## src/rtl/status_collect_arb_pkg.sv

```systemverilog
// Shared field positions and FSM encoding for the status collector.
package status_pkg;

  localparam int INFO_FREE_LSB = 0;
  localparam int INFO_PEND_LSB = 32;
  localparam int FIELD_W       = 32;
  localparam int WR_DATA_W     = 64;

  typedef enum logic [1:0] {
    IDLE,
    ARB,
    START,
    WAIT
  } fsm_state_e;

endpackage

```

## src/rtl/status_collect_arb_rr_arbiter.sv

```systemverilog
// Combinational round-robin arbiter: first requester at or after ptr, wrapping.
module rr_arbiter #(
  parameter int NUM_CH = 4,
  parameter int IDX_W  = 2
) (
  input  logic [NUM_CH-1:0] req,
  input  logic [IDX_W-1:0]  ptr,
  output logic [NUM_CH-1:0] grant,
  output logic [IDX_W-1:0]  grant_idx,
  output logic              grant_valid
);

  int               cand;
  logic [IDX_W-1:0] cand_idx;

  always_comb begin
    grant       = '0;
    grant_idx   = '0;
    grant_valid = 1'b0;
    cand        = 0;
    cand_idx    = '0;
    for (int off = 0; off < NUM_CH; off++) begin
      cand = int'(ptr) + off;
      if (cand >= NUM_CH) cand = cand - NUM_CH;
      cand_idx = IDX_W'(cand);
      if (!grant_valid && req[cand_idx]) begin
        grant_valid     = 1'b1;
        grant[cand_idx] = 1'b1;
        grant_idx       = cand_idx;
      end
    end
  end

endmodule

```

## src/rtl/status_collect_arb.sv

```systemverilog
// Captures per-channel status words, keeps one pending record per channel and
// serialises records onto a single write port with a round-robin FSM.
module status_collect_arb
  import status_pkg::*;
#(
  parameter int                NUM_CH      = 4,
  parameter int                INFO_W      = 128,
  parameter int                ADDR_W      = 32,
  parameter logic [ADDR_W-1:0] BASE_ADDR   = '0,
  parameter logic [ADDR_W-1:0] STRIDE      = ADDR_W'(64),
  parameter logic [31:0]       THRESH      = 32'd64,
  parameter int                TIMEOUT_CYC = 1024
) (
  input  logic                      ACLK,
  input  logic                      ARESET,
  input  logic                      clear_sig,
  input  logic [NUM_CH*INFO_W-1:0]  info_in,
  input  logic [NUM_CH-1:0]         valid_in,
  output logic [NUM_CH*FIELD_W-1:0] out_free_mem,
  output logic [NUM_CH*FIELD_W-1:0] out_pending_tasks,
  output logic [NUM_CH-1:0]         out_info_valid,
  output logic                      upstream_busy,
  output logic                      threshold_reached,
  output logic                      wr_start,
  output logic [ADDR_W-1:0]         wr_addr,
  output logic [WR_DATA_W-1:0]      wr_data,
  input  logic                      wr_done,
  output logic                      wr_timeout_err,
  output logic [15:0]               drop_cnt
);

  localparam int IDX_W = (NUM_CH > 1) ? $clog2(NUM_CH) : 1;
  localparam int SUM_W = FIELD_W + $clog2(NUM_CH);
  localparam int TMR_W = $clog2(TIMEOUT_CYC) + 1;
  localparam logic [TMR_W-1:0] TMR_LAST = TMR_W'(TIMEOUT_CYC - 1);
  localparam logic [IDX_W-1:0] LAST_CH  = IDX_W'(NUM_CH - 1);

  fsm_state_e state, state_next;

  logic [NUM_CH-1:0][FIELD_W-1:0] free_mem, pend_tasks;
  logic [NUM_CH-1:0]              queued, info_valid, latched, dropped;
  logic [NUM_CH-1:0]              grant;
  logic [IDX_W-1:0]               grant_idx, rr_ptr, cur_ch;
  logic                           grant_valid, take, done_ok, timed_out;
  logic [TMR_W-1:0]               timer;
  logic [SUM_W-1:0]               pend_sum;
  logic [16:0]                    drop_sum;

  rr_arbiter #(
    .NUM_CH(NUM_CH),
    .IDX_W (IDX_W)
  ) u_arb (
    .req        (queued),
    .ptr        (rr_ptr),
    .grant      (grant),
    .grant_idx  (grant_idx),
    .grant_valid(grant_valid)
  );

  // A record handed to the FSM this cycle is not a drop even if a new one arrives.
  assign latched = take ? grant : '0;
  assign dropped = valid_in & queued & ~latched & {NUM_CH{~clear_sig}};

  always_comb begin
    drop_sum = {1'b0, drop_cnt};
    pend_sum = '0;
    for (int i = 0; i < NUM_CH; i++) begin
      drop_sum = drop_sum + 17'(dropped[i]);
      pend_sum = pend_sum + SUM_W'(pend_tasks[i]);
    end
  end

  always_ff @(posedge ACLK) begin
    if (ARESET || clear_sig) begin
      free_mem          <= '0;
      pend_tasks        <= '0;
      queued            <= '0;
      info_valid        <= '0;
      drop_cnt          <= '0;
      threshold_reached <= 1'b0;
    end else begin
      info_valid <= valid_in;
      queued     <= (queued & ~latched) | valid_in;
      for (int i = 0; i < NUM_CH; i++) begin
        if (valid_in[i]) begin
          free_mem[i]   <= info_in[i*INFO_W + INFO_FREE_LSB +: FIELD_W];
          pend_tasks[i] <= info_in[i*INFO_W + INFO_PEND_LSB +: FIELD_W];
        end
      end
      drop_cnt          <= drop_sum[16] ? 16'hFFFF : drop_sum[15:0];
      threshold_reached <= (pend_sum >= SUM_W'(THRESH));
    end
  end

  always_ff @(posedge ACLK) begin
    if (ARESET) state <= IDLE;
    else        state <= state_next;
  end

  always_comb begin
    state_next = state;
    wr_start   = 1'b0;
    take       = 1'b0;
    done_ok    = 1'b0;
    timed_out  = 1'b0;
    case (state)
      IDLE:  if (|queued) state_next = ARB;
      ARB: begin
        if (grant_valid) begin
          take       = 1'b1;
          state_next = START;
        end else begin
          state_next = IDLE;
        end
      end
      START: begin
        wr_start   = 1'b1;
        state_next = WAIT;
      end
      WAIT: begin
        if (wr_done) begin
          done_ok    = 1'b1;
          state_next = IDLE;
        end else if (timer == TMR_LAST) begin
          timed_out  = 1'b1;
          state_next = IDLE;
        end
      end
      default: state_next = IDLE;
    endcase
  end

  // Write-port datapath; a timeout outranks a simultaneous clear so it is never lost.
  always_ff @(posedge ACLK) begin
    if (ARESET) begin
      rr_ptr         <= '0;
      cur_ch         <= '0;
      timer          <= '0;
      wr_addr        <= '0;
      wr_data        <= '0;
      wr_timeout_err <= 1'b0;
    end else begin
      if (take) begin
        cur_ch  <= grant_idx;
        wr_addr <= BASE_ADDR + ADDR_W'(grant_idx) * STRIDE;
        wr_data <= {pend_tasks[grant_idx], free_mem[grant_idx]};
      end
      if (state == START)     timer <= '0;
      else if (state == WAIT) timer <= timer + TMR_W'(1);
      if (done_ok || timed_out) begin
        rr_ptr  <= (cur_ch == LAST_CH) ? '0 : cur_ch + IDX_W'(1);
        wr_addr <= '0;
        wr_data <= '0;
      end
      if (timed_out)      wr_timeout_err <= 1'b1;
      else if (clear_sig) wr_timeout_err <= 1'b0;
    end
  end

  assign out_free_mem      = free_mem;
  assign out_pending_tasks = pend_tasks;
  assign out_info_valid    = info_valid;
  assign upstream_busy     = (|queued) || (state != IDLE);

endmodule

```

## config.mk

```make
export PLATFORM = sky130hd
export DESIGN_NAME = status_collect_arb
export DESIGN_NICKNAME = d
export VERILOG_FILES = /design/src/rtl/status_collect_arb_pkg.sv /design/src/rtl/status_collect_arb_rr_arbiter.sv /design/src/rtl/status_collect_arb.sv
export SDC_FILE = /design/constraint.sdc
export NUM_CORES = 1
export LEC_CHECK = 0
export CORE_AREA = 2 2 346 348
export DETAILED_ROUTE_END_ITERATION = 6
export DIE_AREA = 0 0 348 350
export PLACE_DENSITY = 0.47
export SYNTH_ARGS = -nofsm -noshare
export SYNTH_HDL_FRONTEND = slang
export SYNTH_SLANG_ARGS = --single-unit
export TNS_END_PERCENT = 30
```

## constraint.sdc

```tcl
create_clock -name ACLK -period 6.85 [get_ports ACLK]
set_clock_uncertainty 0.1 [all_clocks]
set_input_delay 1.37 -clock ACLK [delete_from_list [all_inputs] [get_ports ACLK]]
set_output_delay 1.37 -clock ACLK [all_outputs]
set_load 0.02 [all_outputs]
```

# --- After elaboration in Yosys (flattened, before gate mapping) ---
# Cells that the tools add are included.
classes:
  n_addsub: 16
  order_cmp: 14
  n_eq_ne: 7
  muxes: 54
  bitwise_logic: 10
  n_reduce_logical: 20
ops:
  columns: ["op", "count"]
  rows:
  - ["32-bit binary-select mux with 2-bit select", 2]
  - ["32-bit two-way mux", 2]
  - ["17-bit by 1-bit adder with 17-bit output", 3]
  - ["33-bit by 32-bit adder with 34-bit output", 1]
  - ["34-bit by 32-bit adder with 34-bit output", 1]
  - ["34-bit by 7-bit >= comparator with 1-bit output (second input constant)", 1]
  - ["32-bit by 32-bit adder with 33-bit output", 1]
  - ["2-bit two-way mux", 13]
  - ["1-bit two-way mux", 22]
  - ["4-bit two-way mux", 5]
  - ["16-bit by 1-bit adder with 17-bit output", 1]
  - ["4-bit bitwise AND", 4]
  - ["16-bit two-way mux", 1]
  - ["4-bit OR", 4]
  - ["2-bit by 3-bit less-than comparator with 1-bit output (second input constant)", 5]
  - ["11-bit by 1-bit adder with 11-bit output (second input constant)", 1]
  - ["11-bit by 10-bit equality test with 1-bit output (second input constant)", 1]
  - ["3-bit >= comparator (second input constant)", 3]
  - ["1-bit binary-select mux with 2-bit select", 4]
  - ["1-bit demux with 2-bit select", 4]
  - ["2-bit by 1-bit >= comparator with 1-bit output (second input constant)", 4]
  - ["2-bit case mux with 4 select lines", 1]
  - ["2-bit by 1-bit subtractor with 2-bit output (second input constant)", 4]
  - ["1-bit logical AND", 7]
  - ["17 further kinds", 26]
word_totals:
  register_bits: 365
  input_bits: 520
  out_inout_bits: 376

# --- Logic depth before layout (Yosys ltp) ---
depth:
  depth_word: 25
  mapped_depth: 20
  ltp_nobuf: 19

# --- Hierarchy ---
# A second synthesis with hierarchy kept.
hier_totals:
  cells_unflattened: 1959
  hier_area_um2: 18778.0
by_module_without_submodules:
  columns: ["module", "n_inst", "cells_per_inst", "area_per_inst_um2", "seq_area_each_um2"]
  rows:
  - ["status_collect_arb", 1, 1914, 18356.4, 7307.0]
  - ["rr_arbiter", 1, 45, 421.7, 0.0]

# --- Worst setup path before layout ---
# No wires, ideal clock.
synth_path:
  path_type: "register to register"
  startpoint: "register rr_ptr[0]"
  endpoint: "register drop_cnt[10]"
  arrival_time_ps: 5044
  required_ps: 6680
  path_slack_ps: 1635
  path_stages_with_launch: 20
  path_cell_list: "dfxtp_1 -> buf_2 -> inv_1 -> ha_1 -> mux4_2 -> or3b_4 -> or2_1 -> nand2_2 -> o21ai_0 -> or3_1 -> fa_1 -> fa_1 -> inv_1 -> fa_1 -> nand2_1 -> nor2_1 -> and2_1 -> nand3_1 -> clkbuf_1 -> a21oi_1"
synth_via:
  elab_chain_cells: 25
  elab_cells_between_ends: 71
synth_rtl:
  columns: ["element", "line", "rtl"]
  rows:
  - ["from (decl)", "status_collect_arb.sv:43", "logic [IDX_W-1:0] grant_idx, rr_ptr, cur_ch;"]
  - ["from (signal assigned)", "status_collect_arb.sv:151", "rr_ptr <= (cur_ch == LAST_CH) ? '0 : cur_ch + IDX_W'(1);"]
  - ["branches (longest 16 deep; another with 2-bit by 1-bit adder with 3-bit output)", null, null]
  - ["4-bit two-way mux (*)", "status_collect_arb.sv:61", "assign latched = take ? grant : '0;"]
  - ["4-bit inverter (*)", "status_collect_arb.sv:62", "assign dropped = valid_in & queued & ~latched & {NUM_CH{~clear_sig}};"]
  - ["4-bit bitwise AND (*) (2 in a row)", "status_collect_arb.sv:62", null]
  - ["16-bit by 1-bit adder with 17-bit output", "status_collect_arb.sv:68", "drop_sum = drop_sum + 17'(dropped[i]);"]
  - ["17-bit by 1-bit adder with 17-bit output (2 in a row)", "status_collect_arb.sv:68", null]
  - ["17-bit by 1-bit adder with 17-bit output (*)", "status_collect_arb.sv:68", null]
  - ["16-bit two-way mux (*)", "status_collect_arb.sv:90", "drop_cnt <= drop_sum[16] ? 16'hFFFF : drop_sum[15:0];"]
  - ["to (signal assigned)", "status_collect_arb.sv:90", null]
  - ["to (decl)", "status_collect_arb.sv:29", "output logic [15:0] drop_cnt"]
# Every way passes the cells marked *. The select of a mux whose other input is x is not followed.
# A chain may end at the register's enable or synchronous reset.

# --- Worst setup path after layout ---
layout_path:
  startpoint: "register rr_ptr[0]"
  endpoint: "register drop_cnt[0]"
# Same word-level chain as after synthesis.

==> metrics.md <==
| Metric | Value |
|---|---|
| Status | completed |
| Worst rel slew slack | 0.280 |
| Worst Hold End | wr_data[38] |
| Starting Density | 0.163 |
| Core area | 0.118 mm² |
| Die X | 348 µm |
| Critical Path RT | 7.26 ns |
| PD cells | 213 mW/mm² |
| Die ar. | 0.122 mm² |
| GR met3 Demand/Resource | 0.0618 |
| Post-synth EDFFs | 0 |
| Fillers | 12,800 |
| Mapped Area | 0.0192 mm² |
| PortBufs | 609 |
| DRC violations left | 0 |
| FF-to-FF Start | rr_ptr[0] |
| Leak pwr | 10.9 nW |
| Hold_ws | 0.351 ns |
| Synthesized area per cell | 8.45 µm² |
| CP Max Fanout | 15 |
| Multi-input gate area | 0.0106 mm² |
| Total number of vias | 17,800 |
| Reg2Reg Setup Slack | 0.80 ns |
| Worst setup SP type | flip-flop |
| Crit path time final | 6.05 ns |
| Setup Crit Path Kind | flip-flop to flip-flop |
| GPL Wtd Cong | 0.794 |
| Worst hold path stage count | 2 |
| Max VDD drop | 0.174 mV |
| Fin area | 0.0284 mm² |
| M2 GR Usage | 0.239 |
| TritonCTS clock tree | yes |
| Share of layout cells above drive strength 1 | 0.0453 |
| GRT Util Overall | 0.147 |
| CTS resizes | 0 |
| Initial DRC Count | 872 |
| Non-Filler Instances | 4,385 |
| Dpl cell area | 0.0267 mm² |
| CTS buffer count | 48 |
| Post-CTS Setup Bufs | 0 |
| CTS max path bufs | 3 |
| Placed Cells incl. Taps | 4,296 |
| Post-synth ARST share | 0 |
| Met1 GRT Util | 0.178 |
| HP Start | wr_data[38] |
| Vias in the first global route | 17,700 |
| # nets final | 3,441 |
| Initial antenna violation count | 12 |
| Worst-skew pair later-pin latency | 0.64 ns |
| Hold Fails Final Rpt | 0 |
| # Max-Cap Violations | 0 |
| DP Wirelength | 69.3 mm |
| Avg Vias per Cell | 4.05 |
| Worst-Margin Slew | 1.08 ns |
| Slew Viols, Final | 0 |
| Total negative slack | 0 ns |
| Most used DFF post-synth | dfxtp_1 |
| First-pass GRT wire length | 130 mm |
| Routed len/inst | 21.0 µm |
| Reg2reg end | drop_cnt[0] |
| Row count | 126 |
| Crit share post-route | 0.884 |
| CTS Sinks | 365 |
| Worst R2R Path Depth | 17 |
| Register area share after synthesis | 0.381 |
| Largest net degree at the start of global routing | 153 |
| Die H | 350 µm |
| Setup violators final | 0 |
| Highest Clock Rate | 0.165 GHz |
| Gr busiest metal | met2 |
| Synth warnings | 0 |
| Synth unique cells | 62 |
| FF+latch count, synth | 365 |
| H-tree depth | 2 |
| Routed Antenna Nets | 0 |
| Hold_buf cts | 0 |
| Arrival @ worst endpoint | 6.47 ns |
| Hold crit path type | flip-flop to flip-flop |
| RSZ-0062 raised after global routing | no |
| Grt total ovfl | 0 |
| FF+latch area | 0.00731 mm² |
| Drt pass-1 iters | 5 |
| Clock slew seen by the registers of the worst setup and hold paths | 0.06 ns |
| Cells after Synth | 2,271 |
| I/O pin cnt | 896 |
| Synth-to-Final Area Change | 47.8% |
| CTS root buffer | clkbuf_16 |
| CP endpoint kind | flip-flop |
| Routed WL | 92.2 mm |
logic make-up after synthesis:
| kind of cell | count (synthesis) | share of synthesized area |
|---|---|---|
| and+or+nand+nor | 879 | 0.194 |
| adders and majority gates | 111 | 0.0986 |
| AOI/OAI and AO/OA | 284 | 0.0967 |
| muxes | 265 | 0.140 |
| buffers and inverters | 334 | 0.0754 |
| xor gates and xnor gates | 32 | 0.0146 |
| DFF | 365 | 0.381 |
| other | 1 | 0.000195 |
metal layers:
metal | share of wire | vias to the layer above
met5 | 0.00089 | -
met4 | 0.023 | 14
met3 | 0.097 | 101
met2 | 0.46 | 572
met1 | 0.42 | 8462
li1 | - | 8627
critical path: stages, from the launching register on:
cell and delay [ns]:
dfxtp_1 0.71, inv_1 0.21, ha_1 0.46, mux4_2 0.61, or3b_4 0.44, or2_1 0.30
nand2_4 0.10, o21ai_0 0.13, or3_1 0.35, fa_1 0.49, fa_1 0.46, inv_1 0.09
fa_1 0.29, nand2_1 0.10, nor2_1 0.15, and2_1 0.21, nand3_1 0.43, a21oi_1 0.29
stage by stage:
step	setup WS [ns]	utilization	total power, W
floorplan	1.64	-	0.00290
global placement	0.861	0.227	0.00343
detailed placement	0.815	0.227	0.00343
CTS	0.758	0.241	0.00619
global route	0.317	0.241	0.00636
finish	0.797	0.241	0.00605
cells in the final DEF (no fill, tap or decap), types with 44 or more instances in the layout:
cell type        netlist  layout
fa_1                  67      67
clkdlybuf4s50_1        0     605
nand3_1              164     164
o211ai_1              47      47
clkbuf_16              0      48
dfxtp_1              365     365
a21oi_1              124     124
ha_1                  44      44
nand2_1              315     315
inv_1                162     162
nor2_1               317     317
mux2i_1              261     261
cell type report:
type / count / area share
inverters: 162 / 0.0214
clock buffers: 70 / 0.0491
diodes: 2 / 0.000176
well taps: 1536 / 0.0678
multi-input cells: 1601 / 0.373
flip-flops and latches: 365 / 0.258
repair buffers: 632 / 0.222
clock inverters: 17 / 0.00926
worst max-delay path by stage:
stage,startpoint,end,slack (ns),depth (start not counted)
floorplan,rr_ptr[0],drop_cnt[10],1.64,19
global placement,rr_ptr[0],drop_cnt[11],0.86,17
detailed placement,rr_ptr[0],drop_cnt[0],0.81,17
CTS,rr_ptr[0],drop_cnt[0],0.76,17
global route,rr_ptr[0],drop_cnt[1],0.32,17
finish,rr_ptr[0],drop_cnt[0],0.80,17
where the power goes:
| group | switching, W | internal, W | total [W] | leakage, nW |
|---|---|---|---|---|
| logic | 0.000637 | 0.000465 | 0.00110 | 7.12 |
| clock network | 0.00111 | 0.00158 | 0.00268 | 0.806 |
| registers | 0.0000745 | 0.00219 | 0.00227 | 2.97 |
cell usage after synthesis (8+ instances only):
| master | number | share of area |
|---|---|---|
| inv_1 | 162 | 0.032 |
| fa_1 | 67 | 0.070 |
| buf_1 | 23 | 0.0045 |
| mux2i_1 | 261 | 0.14 |
| nor3_1 | 11 | 0.0029 |
| xnor2_1 | 15 | 0.0068 |
| ha_1 | 44 | 0.029 |
| o211ai_1 | 47 | 0.018 |
| nand4_1 | 12 | 0.0039 |
| nor2b_1 | 11 | 0.0036 |
| o21ai_0 | 28 | 0.0073 |
| nor2_1 | 317 | 0.062 |
| a31oi_1 | 11 | 0.0036 |
| xor2_1 | 17 | 0.0078 |
| nand3_1 | 164 | 0.043 |
| buf_4 | 35 | 0.014 |
| and3_1 | 13 | 0.0042 |
| clkbuf_1 | 80 | 0.016 |
| dfxtp_1 | 365 | 0.38 |
| o211ai_2 | 11 | 0.0072 |
| a21oi_1 | 124 | 0.032 |
| nand2_1 | 315 | 0.062 |
| a21o_1 | 8 | 0.0031 |
| buf_2 | 31 | 0.0081 |
sequential cells by signal (all words and copies together) (netlist names), named ones only:
name / cells
state: 1
wr_timeout_err: 1
wr_data: 64
rr_ptr: 2
out_pending_tasks: 128
out_info_valid: 4
queued: 4
out_free_mem: 128
wr_addr: 2
drop_cnt: 16
timer: 11
cur_ch: 2
threshold_reached: 1
(Power assumes the default switching activity.)
